===== src/rtl/spinner_pkg.sv =====
`default_nettype none
// +----------------------------------------------------------------------------+
// | Package     : spinner_pkg                                                  |
// | Description : Shared definitions for quadrature spinner decode/encode:     |
// |               idle AB level, step codes, count type and the gray-code      |
// |               step classifier used by both the decoder and the emulator.   |
// | Revision    : 1.0  initial release                                         |
// +----------------------------------------------------------------------------+
package spinner_pkg;

  // Both phases high is the rest level of the AB pair.
  localparam logic [1:0] AB_IDLE = 2'b11;

  // Default count width and the matching signed count type.
  localparam int CNT_W_DEF = 12;
  typedef logic signed [CNT_W_DEF-1:0] count_t;

  // Signed 2-bit step classification. The otherwise unused -2 code
  // marks a double-bit jump whose direction cannot be known.
  typedef logic signed [1:0] qstep_t;
  localparam qstep_t QS_NONE    = 2'sb00;
  localparam qstep_t QS_POS     = 2'sb01;
  localparam qstep_t QS_NEG     = 2'sb11;
  localparam qstep_t QS_ILLEGAL = 2'sb10;

  // Classify one AB transition.
  // Positive rotation walks 11 -> 01 -> 00 -> 10 -> 11.
  function automatic qstep_t quad_step(input logic [1:0] prev, input logic [1:0] next);
    qstep_t r;
    r = QS_NONE;
    case ({prev, next})
      4'b11_01, 4'b01_00, 4'b00_10, 4'b10_11: r = QS_POS;
      4'b11_10, 4'b10_00, 4'b00_01, 4'b01_11: r = QS_NEG;
      4'b11_00, 4'b00_11, 4'b01_10, 4'b10_01: r = QS_ILLEGAL;
      default:                                r = QS_NONE;
    endcase
    return r;
  endfunction

endpackage
`default_nettype wire


===== src/rtl/spinner_quad_decoder_filter.sv =====
`default_nettype none
// +----------------------------------------------------------------------------+
// | Module      : quad_glitch_filter                                           |
// | Description : Two-flop synchroniser for the raw AB pair followed by a      |
// |               stability filter. A new AB value must be seen on FILT_LEN    |
// |               consecutive ce samples before it is offered for decode.      |
// | Ports       : clk, rst           clock, synchronous active-high reset      |
// |               i_ce               sample enable for the filter              |
// |               i_ab_raw[1:0]      asynchronous {A,B} from the encoder       |
// |               i_ab_accepted[1:0] AB value currently held by the decoder    |
// |               o_ab_stable[1:0]   filtered candidate value                  |
// |               o_stable_pulse     candidate ready to be accepted this cycle |
// | Revision    : 1.0  initial release                                         |
// +----------------------------------------------------------------------------+
module quad_glitch_filter
  import spinner_pkg::*;
#(
  parameter int FILT_LEN = 4
) (
  input  logic       clk,
  input  logic       rst,
  input  logic       i_ce,
  input  logic [1:0] i_ab_raw,
  input  logic [1:0] i_ab_accepted,
  output logic [1:0] o_ab_stable,
  output logic       o_stable_pulse
);

  localparam int             C_CW      = 4;
  localparam logic [C_CW-1:0] C_CNT_MAX = '1;
  localparam logic [C_CW-1:0] C_CNT_HIT = C_CW'(FILT_LEN - 1);

  logic [1:0]      r_sync1;
  logic [1:0]      r_sync2;
  logic [1:0]      r_cand;
  logic [C_CW-1:0] r_cnt;

  // The synchroniser runs every clock; only the filter honours ce.
  always_ff @(posedge clk) begin
    if (rst) begin
      r_sync1 <= AB_IDLE;
      r_sync2 <= AB_IDLE;
      r_cand  <= AB_IDLE;
      r_cnt   <= '0;
    end else begin
      r_sync1 <= i_ab_raw;
      r_sync2 <= r_sync1;
      if (i_ce) begin
        if (r_sync2 != r_cand) begin
          r_cand <= r_sync2;
          r_cnt  <= '0;
        end else if (r_cnt != C_CNT_MAX) begin
          r_cnt <= r_cnt + 1'b1;
        end
      end
    end
  end

  assign o_ab_stable = r_cand;

  // The counter only passes through FILT_LEN-1 once per candidate, and the
  // decoder adopts the candidate on that cycle, so this fires once per change.
  assign o_stable_pulse = i_ce && (r_cnt == C_CNT_HIT) && (r_cand != i_ab_accepted);

endmodule
`default_nettype wire


===== src/rtl/spinner_quad_decoder.sv =====
`default_nettype none
// +----------------------------------------------------------------------------+
// | Module      : spinner_quad_decoder                                         |
// | Description : AB quadrature decoder: filtered gray-code step decode,       |
// |               optional rate division, saturating read-and-clear delta and  |
// |               free-running wrap-around position.                           |
// | Ports       : clk_12m, reset   clock, synchronous active-high reset        |
// |               ce               sample enable for filter/decode             |
// |               enc_a, enc_b     asynchronous encoder phases                 |
// |               rd               read-and-clear strobe for delta             |
// |               rd_data          signed delta snapshot (held until next rd)  |
// |               rd_valid         pulse, cycle after rd                       |
// |               step, dir        pulse per output count, its direction       |
// |               illegal          pulse on a double-bit AB jump               |
// |               position         wrap-around sum of output counts            |
// | Revision    : 1.0  initial release                                         |
// +----------------------------------------------------------------------------+
module spinner_quad_decoder
  import spinner_pkg::*;
#(
  parameter int FILT_LEN = 4,
  parameter int DIV      = 2,
  parameter int CNT_W    = 12
) (
  input  logic                    clk_12m,
  input  logic                    reset,
  input  logic                    ce,
  input  logic                    enc_a,
  input  logic                    enc_b,
  input  logic                    rd,
  output logic signed [CNT_W-1:0] rd_data,
  output logic                    rd_valid,
  output logic                    step,
  output logic                    dir,
  output logic                    illegal,
  output logic [CNT_W-1:0]        position
);

  // Sub-count holds -(DIV-1)..+(DIV-1); three signed bits cover DIV up to 4.
  localparam logic signed [2:0]       C_SUB_MAX = 3'(DIV - 1);
  localparam logic signed [2:0]       C_SUB_MIN = -C_SUB_MAX;
  localparam logic signed [CNT_W-1:0] C_ONE     = CNT_W'(1);
  localparam logic signed [CNT_W-1:0] C_DMAX    = {1'b0, {(CNT_W-1){1'b1}}};
  localparam logic signed [CNT_W-1:0] C_DMIN    = -C_DMAX;
  localparam logic [CNT_W-1:0]        C_POS_ONE = CNT_W'(1);

  logic [1:0]              w_ab_stable;
  logic                    w_stable;
  qstep_t                  w_qs;
  logic                    w_edge_pos;
  logic                    w_edge_neg;
  logic                    w_ill;
  logic signed [2:0]       w_sub_next;
  logic                    w_cnt_pos;
  logic                    w_cnt_neg;
  logic signed [CNT_W-1:0] w_delta_acc;
  logic signed [CNT_W-1:0] w_delta_next;

  logic [1:0]              r_acc;
  logic                    r_primed;
  logic signed [2:0]       r_sub;
  logic signed [CNT_W-1:0] r_delta;
  logic signed [CNT_W-1:0] r_rd_data;
  logic                    r_rd_valid;
  logic                    r_step;
  logic                    r_dir;
  logic                    r_illegal;
  logic [CNT_W-1:0]        r_position;

  quad_glitch_filter #(
    .FILT_LEN (FILT_LEN)
  ) u_filter (
    .clk            (clk_12m),
    .rst            (reset),
    .i_ce           (ce),
    .i_ab_raw       ({enc_a, enc_b}),
    .i_ab_accepted  (r_acc),
    .o_ab_stable    (w_ab_stable),
    .o_stable_pulse (w_stable)
  );

  // Until primed the accepted state is only a reset guess, so the first
  // stable value is adopted without being interpreted as motion.
  assign w_qs       = quad_step(r_acc, w_ab_stable);
  assign w_edge_pos = w_stable && r_primed && (w_qs == QS_POS);
  assign w_edge_neg = w_stable && r_primed && (w_qs == QS_NEG);
  assign w_ill      = w_stable && r_primed && (w_qs == QS_ILLEGAL);

  // Prescaler: opposite edges walk the sub-count back, so a reversal
  // cancels partial progress instead of producing a count.
  always_comb begin
    w_sub_next = r_sub;
    w_cnt_pos  = 1'b0;
    w_cnt_neg  = 1'b0;
    if (w_edge_pos) begin
      if (r_sub == C_SUB_MAX) begin
        w_cnt_pos  = 1'b1;
        w_sub_next = '0;
      end else begin
        w_sub_next = r_sub + 3'sd1;
      end
    end else if (w_edge_neg) begin
      if (r_sub == C_SUB_MIN) begin
        w_cnt_neg  = 1'b1;
        w_sub_next = '0;
      end else begin
        w_sub_next = r_sub - 3'sd1;
      end
    end
  end

  // Delta saturates symmetrically; a read restarts it from this cycle's
  // count so motion coinciding with the read is carried forward.
  always_comb begin
    w_delta_acc = r_delta;
    if (w_cnt_pos && (r_delta != C_DMAX)) begin
      w_delta_acc = r_delta + C_ONE;
    end else if (w_cnt_neg && (r_delta != C_DMIN)) begin
      w_delta_acc = r_delta - C_ONE;
    end
    w_delta_next = w_delta_acc;
    if (rd) begin
      if (w_cnt_pos) begin
        w_delta_next = C_ONE;
      end else if (w_cnt_neg) begin
        w_delta_next = -C_ONE;
      end else begin
        w_delta_next = '0;
      end
    end
  end

  always_ff @(posedge clk_12m) begin
    if (reset) begin
      r_acc      <= AB_IDLE;
      r_primed   <= 1'b0;
      r_sub      <= '0;
      r_delta    <= '0;
      r_rd_data  <= '0;
      r_rd_valid <= 1'b0;
      r_step     <= 1'b0;
      r_dir      <= 1'b0;
      r_illegal  <= 1'b0;
      r_position <= '0;
    end else begin
      r_rd_valid <= rd;
      if (rd) begin
        r_rd_data <= r_delta;
      end
      r_delta   <= w_delta_next;
      r_sub     <= w_sub_next;
      r_step    <= w_cnt_pos | w_cnt_neg;
      r_illegal <= w_ill;
      if (w_cnt_pos | w_cnt_neg) begin
        r_dir <= w_cnt_pos;
      end
      if (w_cnt_pos) begin
        r_position <= r_position + C_POS_ONE;
      end else if (w_cnt_neg) begin
        r_position <= r_position - C_POS_ONE;
      end
      if (w_stable) begin
        r_acc    <= w_ab_stable;
        r_primed <= 1'b1;
      end
    end
  end

  assign rd_data  = r_rd_data;
  assign rd_valid = r_rd_valid;
  assign step     = r_step;
  assign dir      = r_dir;
  assign illegal  = r_illegal;
  assign position = r_position;

endmodule
`default_nettype wire


===== config.mk =====
export PLATFORM = sky130hd
export DESIGN_NAME = spinner_quad_decoder
export DESIGN_NICKNAME = d
export VERILOG_FILES = /design/src/rtl/spinner_pkg.sv /design/src/rtl/spinner_quad_decoder_filter.sv /design/src/rtl/spinner_quad_decoder.sv
export SDC_FILE = /design/constraint.sdc
export NUM_CORES = 1
export LEC_CHECK = 0
export CAP_MARGIN = 20
export CORE_ASPECT_RATIO = 0.6
export CORE_MARGIN = 10
export CORE_UTILIZATION = 34
export DETAILED_ROUTE_END_ITERATION = 12
export PLACE_DENSITY_LB_ADDON = 0.05
export SLEW_MARGIN = 20
export SYNTH_ARGS = -nofsm -noshare
export SYNTH_HDL_FRONTEND = slang
export SYNTH_SLANG_ARGS = --single-unit
export TNS_END_PERCENT = 20

===== constraint.sdc =====
create_clock -name clk_12m -period 7.6 [get_ports clk_12m]
set_input_delay 1.14 -clock clk_12m [delete_from_list [all_inputs] [get_ports clk_12m]]
set_output_delay 1.14 -clock clk_12m [all_outputs]
set_load 0.03 [all_outputs]

* Yosys cells after proc, flatten, opt, wreduce, memory -nomap -nowiden
Memory sizes are Yosys's and may differ from the RTL's. Index checks and enable logic that the tools add are counted.
Storage, ports and cells: flip-flop bits (word level) 56, ROM bits 32, bits of input ports 6, output and inout port bits 28, word-level logic and storage cells 66, memories kept 1
Cells by class: $add $sub $neg 7, equal/unequal tests 11, muxes and demuxes 18, bitwise gates (word level) 1, reduce and logical (&&, ||, !) cells 14
Memory list:
- (no name shown) | words 16, width 2, read ports 1, clocked after memory_dff 0, wr ports 0, line spinner_pkg.sv:31 | case ({prev, next})
Operators with widths (number):
- 12-bit 2-to-1 mux | 7
- 12-bit inequality test, second input constant | 2
- 12-bit by 1-bit adder with 12-bit output, second input constant | 1
- 12-bit by 2-bit adder with 12-bit output, second input constant | 1
- 3-bit 2-to-1 mux | 4
- 12-bit by 1-bit subtractor with 12-bit output, second input constant | 1
- 12-bit by 2-bit subtractor with 12-bit output, second input constant | 1
- 1-bit logical AND | 8
- 4-bit 2-to-1 mux | 2
- 2-bit nonzero test | 3
- 1-bit 2-to-1 mux | 5
- 4-bit by 1-bit adder with 4-bit output, second input constant | 1
- 2-bit equality test, second input constant | 2
- 4-bit by 2-bit equality test with 1-bit output, second input constant | 1
- 2-bit inequality test | 2
- 4-bit inequality test, second input constant | 1
- 2-bit AND reduction | 2
- 3-bit by 2-bit adder with 3-bit output, second input constant | 1
- 3-bit by 1-bit equality test with 1-bit output, second input constant | 1
- 3-bit by 2-bit equality test with 1-bit output, second input constant | 1
- 3-bit nonzero test | 1
- 3-bit by 2-bit subtractor with 3-bit output, second input constant | 1
- 2-bit by 1-bit equality test with 1-bit output, second input constant | 1
- 1-bit bitwise OR | 1

* Logic depth before layout (Yosys ltp)
Gate-level depths: netlist of run 1.
depth in word-level cells 11, gate-level depth with buffers 12

* By module
Synthesis of run 1 repeated with hierarchy kept, for this count alone.
Unflattened totals: cells, all modules 401, area, all modules 3408.3 um^2
Modules (own cells, without submodules):
- spinner_quad_decoder | times used 1, cells an instance 352, area an instance 2932.8 um^2
- quad_glitch_filter | times used 1, cells an instance 49, area an instance 475.5 um^2

* Worst setup path before layout of run 1
OpenSTA, ideal clock, no wires.
path type input port to flip-flop, from input port ce, to register r_delta[11], arrival 3606 ps, data required time 7459 ps, setup slack 3853 ps, cell stages on the path 12, buffers on the path 1, cell sequence buf_4 -> and4bb_4 -> and2_1 -> nand3_2 -> ha_1 -> a21o_1 -> a21oi_1 -> a21oi_1 -> or2_2 -> a211o_1 -> xnor2_1 -> a21oi_1
On the way: word-level cells in the longest chain between the ends 9, elaborated cells between the ends (all ways) 15, classes of those cells mux (7); reduce/logical (8)
RTL lines:
- start: declaration | line spinner_quad_decoder.sv:27 | input logic ce,
- 1-bit logical AND (*) (2 in series) | line spinner_quad_decoder_filter.sv:63 | assign o_stable_pulse = i_ce && (r_cnt == C_CNT_HIT) && (r_cand != i_ab_accepted);
- 1-bit logical AND (*) | line spinner_quad_decoder.sv:85, spinner_quad_decoder.sv:86
- 1-bit logical AND | line spinner_quad_decoder.sv:86 | assign w_edge_neg = w_stable && r_primed && (w_qs == QS_NEG);
- 1-bit 2-to-1 mux | line spinner_quad_decoder.sv:102 | end else if (w_edge_neg) begin
- 1-bit 2-to-1 mux | line spinner_quad_decoder.sv:95 | if (w_edge_pos) begin
- 12-bit 2-to-1 mux | line spinner_quad_decoder.sv:125 | end else if (w_cnt_neg) begin
- 12-bit 2-to-1 mux | line spinner_quad_decoder.sv:123 | if (w_cnt_pos) begin
- 12-bit 2-to-1 mux | line spinner_quad_decoder.sv:122 | if (rd) begin
- end signal: assignment | line spinner_quad_decoder.sv:150 | r_delta <= w_delta_next;
- end: declaration | line spinner_quad_decoder.sv:62 | logic signed [CNT_W-1:0] r_delta;
Mark *: on every way between the ends. The rest lies on a longest branch, timed or not. A chain may end at the register's enable or synchronous reset.

* Worst setup path in the final report of run 1
Ends and elaborated chain as after synthesis.

==> results of run 1 <==
[cell type report]
cell class,instances,area (sq um)
clock inverters,2,38.8
multi-input cells,305,2110
fillers,977,5400
inverters,11,41.3
flip-flops and latches,56,1120
clock buffers,6,139
repair buffers,36,353
well taps,130,163
[cells in the final DEF, fill, tap and decap left out, types with 3 or more instances in the layout]
cell type and n:
dfxtp_1 56, o21ai_0 15, nand4_1 3, clkbuf_16 5
nand3_1 10, xor2_1 12, inv_1 10, nor3_1 3
buf_4 3, xnor2_1 18, a211oi_1 5, nor2_1 50
nor2b_1 4, a21oi_1 35, mux2i_1 27, ha_1 23
o211ai_1 3, and2_1 4, clkdlybuf4s50_1 33, nand2b_1 3
a21o_1 10, and3_1 3, nand2_1 27, a211o_1 3
nor4_1 4, or2_2 5
[flip-flops by register name, indices dropped and copies added (netlist names)]
register and cells:
dir 1, illegal 1, position 12, r_acc 2, r_delta 12, r_primed 1, r_sub 3, rd_data 12
rd_valid 1, step 1, u_filter.o_ab_stable 2, u_filter.r_cnt 4, u_filter.r_sync1 2, u_filter.r_sync2 2
[synthesized netlist by cell type (3+ instances only)]
cell type	instances
or2_2	5
o211ai_1	3
nor4_1	4
dfxtp_1	56
nand4_1	3
nand3_1	10
xnor2_1	18
o21ai_0	15
and2_1	4
a211oi_1	5
xor2_1	12
ha_1	23
buf_4	4
mux2i_1	27
a21o_1	10
a211o_1	3
clkbuf_1	5
nor3_1	3
inv_1	10
nor2b_1	4
a21oi_1	35
nand2b_1	3
nor2_1	50
and3_1	3
nand2_1	27
[per-layer routing]
metal	wire length [microns]	track usage [%]
met2	3040	15.1
met4	95	3.39
met5	0	0
met1	4570	16.8
met3	358	3.25
[metrics by stage]
| step | area (sq um) | worst slack [ns] |
|---|---|---|
| after global routing | 3960 | 3.07 |
| after floorplan | 3330 | 3.85 |
| after detailed placement | 3780 | 2.99 |
| after CTS | 3960 | 3.30 |
| after global placement | 3780 | 3.00 |
| final | 3960 | 3.28 |
[worst reg2reg max path: stages, from the launching register on]
cell and delay (ns):
dfxtp_1 0.46, or3b_4 0.46, nor3_2 0.26, nand3_2 0.37, ha_1 0.47, a21o_1 0.19, a21oi_1 0.23, a21oi_1 0.15
or2_2 0.31, a211o_1 0.27, xnor2_1 0.14, a21oi_1 0.08
[power breakdown]
part,internal [mW],switching (mW),leakage (nW)
logic,0.0261,0.0348,1.15
clock network,0.165,0.114,0.0871
registers,0.300,0.00782,0.455
[how the worst max path moves through the flow]
stage	startpoint	end	slack, ns
global route	ce	position[11]	3.07
CTS	ce	position[11]	3.30
floorplan	ce	r_delta[11]	3.85
detailed placement	ce	position[11]	2.99
global placement	ce	position[10]	3.00
finish	ce	r_delta[11]	3.28
[cell families (layout without fill, tap and decap cells)]
logic type	count (synthesis)	count (layout)	synth area share, %
DFF	56	56	33.6
muxes	28	28	8.44
adders and majority gates	25	25	9.83
AOI/OAI and AO/OA	89	89	16.7
xor gates and xnor gates	30	30	7.88
and+or+nand+nor	133	133	20.3
buffers and inverters	24	55	3.23
==> results_dict.tcl, run 1 <==
set metrics [dict create \
    status "finished, final reports clean" \
    root_buffer "clkbuf_16" \
    maxSlewHeadroom_pct 40.9 \
    wl_per_cell_microns 14.8 \
    htree_levels 2 \
    setup_tns_ns 0 \
    critPathCaptureType "flip-flop" \
    dr.first_iter.drc_count 181 \
    crit_type "in2reg" \
    grt_max_degree 42 \
    grt_pass1_vias 2575 \
    fin_crit_sh_pct 56.9 \
    clk_pin_slew_ns 0.07 \
    nNetsFinal 446 \
    synth-edff-count 0 \
    rsz0062_at_grt "no" \
    worst-path-max-fanout 15 \
    hp-start "u_filter.r_sync1[0]" \
    skew_ns 0.00474 \
    dp_cells 538 \
    whs_path_depth 1 \
    yosys.area.top_type_share_pct 33.6 \
    setup_viol 0 \
    cpMostUsedCell "a21oi_1" \
    finalCriticalPeriod_ns 4.32 \
    dr.pass1.iters 4 \
    hold_buffers 0 \
    die_area_sq_um 14300 \
    num_vias 2743 \
    netlist_top_cells_area "dfxtp_1 (34%), ha_1 (8.6%), mux2i_1 (8.1%)" \
    fmax_mhz 231 \
    io_buffers 33 \
    ys_async_sr_fraction_pct 0 \
    ant_nets 0 \
    synth_cells 385 \
    dp_hpwl_microns 5830 \
    clock-sinks 56 \
    grt_antenna_before_repair 0 \
    cts_buffers 5 \
    hold_viol 0 \
    gp_congestion 0.815 \
    hold_class "reg2reg" \
    routed_wl_microns 8060 \
    cts.repair.resized 0 \
    ff2ff_setup_slack_ns 4.06 \
    synth_largest_area_cell "dfxtp_1" \
    die_height_microns 96.7 \
    cp_cell_sequence "clkdlybuf4s50_1 > and4bb_4 > and2_1 > nand3_2 > ha_1 > a21o_1 > a21oi_1 > a21oi_1 > or2_2 > a211o_1 > xnor2_1 > a21oi_1" \
    syn_area_per_cell_sq_um 8.66 \
    p_total_uw 648 \
    clk_path_buf_depth 2 \
    num_antenna_cells 0 \
    area_growth_pct 18.8 \
    instances_no_fill 546 \
    insertion_delay_ns 0.30 \
    gr-total-overflow 0 \
    grt_pass1_wl_microns 13500 \
    r2r_end "r_delta[11]" \
    synth-main-ff-cell "dfxtp_1" \
    ir_drop_v 0.0000919 \
    slowest_delay_ns 0.62 \
    die_w_microns 148 \
    required_ns 7.75 \
    reg2regPathDepth 11 \
    cp_slowest_cell "clkdlybuf4s50_1" \
    final_util_pct 42.3 \
    reg2reg_from "r_sub[0]" \
    postCtsSetupBuffers 0 \
    cts_tree "yes" \
    row_count 27 \
    whs_ns 0.412 \
    ys_ff_latch 56 \
    worstPathArrival_ns 4.47 \
    maxCapViolCount 0 \
    min_to "u_filter.r_sync2[0]" \
    powerDensity_nw_per_um2 164 \
    start_util_pct 35.6 \
    cellLeakagePower_nw 1.69 \
    mappedNetlistArea_sq_um 3330 \
    ys_warn_count 0 \
    tightest_slew_ns 0.881 \
    syn-num-nets 416 \
    viasPerCell 5.02 \
    io_pins 34 \
    ys_seq_area_share_pct 33.6 \
    cp_num_cells 12 \
    crit_family "simple AND/OR/NAND/NOR gates" \
    start_kind "primary input" \
    ys_types 57 \
    drc 0 \
    slew_violations 0 \
    path_buf_inv 1 \
    drive_gt1_share_pct 6.49 \
    fp.coreArea_sq_um 9360 \
    grt.total_usage_pct 11.3 \
]
(Power assumes the default switching activity.)
==> run 2, diff against run 1 <==
Clock period 7.6 ns to 4.53 ns, I/O delays scaled along.
==> run 2 against run 1 <==
Against the previous run: flip-flop and latch count unchanged; design area fell by 0.51%; critical path type unchanged; worst hold slack better by 0.0017 ns; wire length is 1.9% lower; critical endpoint is now position[10]; global-route usage fell by 0.28 points; count of clock-buffer cells in the layout down 1.
==> results_dict.tcl, run 2 (synthesis gave the netlist of run 1 again) <==
set metrics [dict create \
    status "finished, final reports clean" \
    root_buffer "clkbuf_16" \
    dr.first_iter.drc_count 213 \
    gp_congestion 0.840 \
    grt_pass1_wl_microns 13300 \
    grt_antenna_before_repair 0 \
    multi_input_area_sq_um 2110 \
    io_pins 34 \
    hold_class "reg2reg" \
    fin_ws_ns 0.837 \
    clock-sinks 56 \
    powerDensity_nw_per_um2 261 \
    power_frac_seq_pct 50.1 \
    start_util_pct 35.6 \
    ir_drop_v 0.000167 \
    finalCriticalPeriod_ns 3.69 \
    p_int_uw 756 \
    most-common-layout-cells "dfxtp_1 (56), nor2_1 (50), a21oi_1 (35), clkdlybuf4s50_1 (33)" \
    htree_levels 2 \
    postCtsSetupBuffers 0 \
    maxSlewHeadroom_pct 42.4 \
    viasPerCell 5.03 \
    regArea_sq_um 1120 \
    cts_buffers 5 \
    start_kind "primary input" \
    tightest_slew_ns 0.858 \
    num_vias 2750 \
    rsz0062_at_grt "no" \
    preCtsSetupSlack_ns 0.510 \
    area_growth_pct 18.2 \
    maxCapViolCount 0 \
    final_cell_area_sq_um 3940 \
    drc 0 \
    p_total_mw 1.03 \
    die_height_microns 96.7 \
    fp.coreArea_sq_um 9360 \
    crit_type "in2reg" \
    startpoint "ce" \
    die_w_microns 148 \
    required_ns 4.71 \
    layout_commonest_cell "dfxtp_1" \
    r2r_end "r_delta[11]" \
    insertion_delay_ns 0.30 \
    wl_per_cell_microns 14.5 \
    reg2regPathDepth 11 \
    setup_viol 0 \
    p_switching_uw 273 \
    dr.pass1.iters 4 \
    critPathCaptureType "flip-flop" \
    gr-total-overflow 0 \
    combPwrFrac_pct 9.9 \
    grt.total_usage_pct 11.1 \
    clk_pin_slew_ns 0.08 \
    hold_viol 0 \
    grt_max_degree 41 \
    ant_nets 0 \
    row_count 27 \
    die_area_sq_um 14300 \
    cts.repair.resized 0 \
    num_antenna_cells 0 \
    worst-path-max-fanout 13 \
    hold_buffers 0 \
    fin_crit_sh_pct 81.5 \
    clk_path_buf_depth 2 \
    final_util_pct 42.1 \
    switching_share_pct 26.5 \
    ff2ff_setup_slack_ns 1.14 \
    nNetsFinal 447 \
    skew_ns 0.00551 \
    dp_hpwl_microns 5810 \
    setup_tns_ns 0 \
    drive_gt1_share_pct 6.71 \
    routed_wl_microns 7910 \
    power.share.clock_pct 40.0 \
    fill_cells 960 \
    worstPathArrival_ns 3.87 \
    slew_violations 0 \
    cellLeakagePower_nw 1.68 \
    cts_tree "yes" \
    crit_end "position[10]" \
    io_buffers 33 \
    grt_pass1_vias 2557 \
    reg2reg_from "r_sub[0]" \
    fmax_mhz 271 \
    placed_cell_area_sq_um 3790 \
]
-- run 2: changes by cell type in the layout (fill, tap and decap cells not counted) --
cell        previous run  this run
clkbuf_8               1         0
inv_6                  0         2
clkinvlp_4             0         1
buf_4                  3         4
clkinv_4               1         0
bufinv_16              1         0
-- run 2: routing by layer --
metal / share of wire, % / track usage, % / vias to the layer above
met5: 0 / 0 / -
met4: 0.37 / 2.26 / 0
met3: 5.3 / 3.11 / 4
met2: 39 / 14.4 / 46
met1: 55 / 17.0 / 1269
li1: - / - / 1431
-- run 2: final cells by class --
cell class                 count  area share, %
clock buffer                   5           3.17
clock inverter                 3          0.635
inverter                      11           1.05
multi-input combinational    305           53.4
sequential                    56           28.4
tap                          130           4.13
timing repair buffer          37           9.14
-- run 2: worst max-delay path, stage by stage --
cell	delay, ns
clkdlybuf4s50_1	0.61
and4bb_4	0.32
and2_1	0.20
nand2_1	0.34
fa_1	0.53
a21oi_1	0.19
o21ai_0	0.13
a211oi_1	0.37
o21ai_0	0.16
xor2_1	0.16
mux2i_1	0.13
nor2_1	0.05
-- run 2: stage by stage --
step / std cells / hold slack, ns
floorplan: 385 / 0.389
global placement: 539 / 0.396
detailed placement: 539 / 0.395
CTS: 547 / 0.415
global route: 547 / 0.428
finish: 547 / 0.414
-- run 2: power groups by stage --
stage                     Sequential (mW)  Combinational, mW  Clock [mW]
after floorplan                     0.527             0.0725           0
after global placement              0.528              0.102           0
after detailed placement            0.528              0.101           0
after CTS                           0.516              0.102       0.426
after global routing                0.518              0.114       0.443
final                               0.516              0.102       0.412
-- run 2: how the worst min path moves through the flow --
stage	endpoint	slack (ns)	depth (start not counted)	start
4_1_cts	u_filter.r_sync2[0]	0.41	1	u_filter.r_sync1[0]
3_5_place_dp	u_filter.r_sync2[0]	0.40	1	u_filter.r_sync1[0]
3_3_place_gp	u_filter.r_sync2[1]	0.40	1	u_filter.r_sync1[1]
2_1_floorplan	u_filter.r_sync2[0]	0.39	1	u_filter.r_sync1[0]
6_report	u_filter.r_sync2[0]	0.41	1	u_filter.r_sync1[0]
5_1_grt	u_filter.r_sync2[0]	0.43	1	u_filter.r_sync1[0]
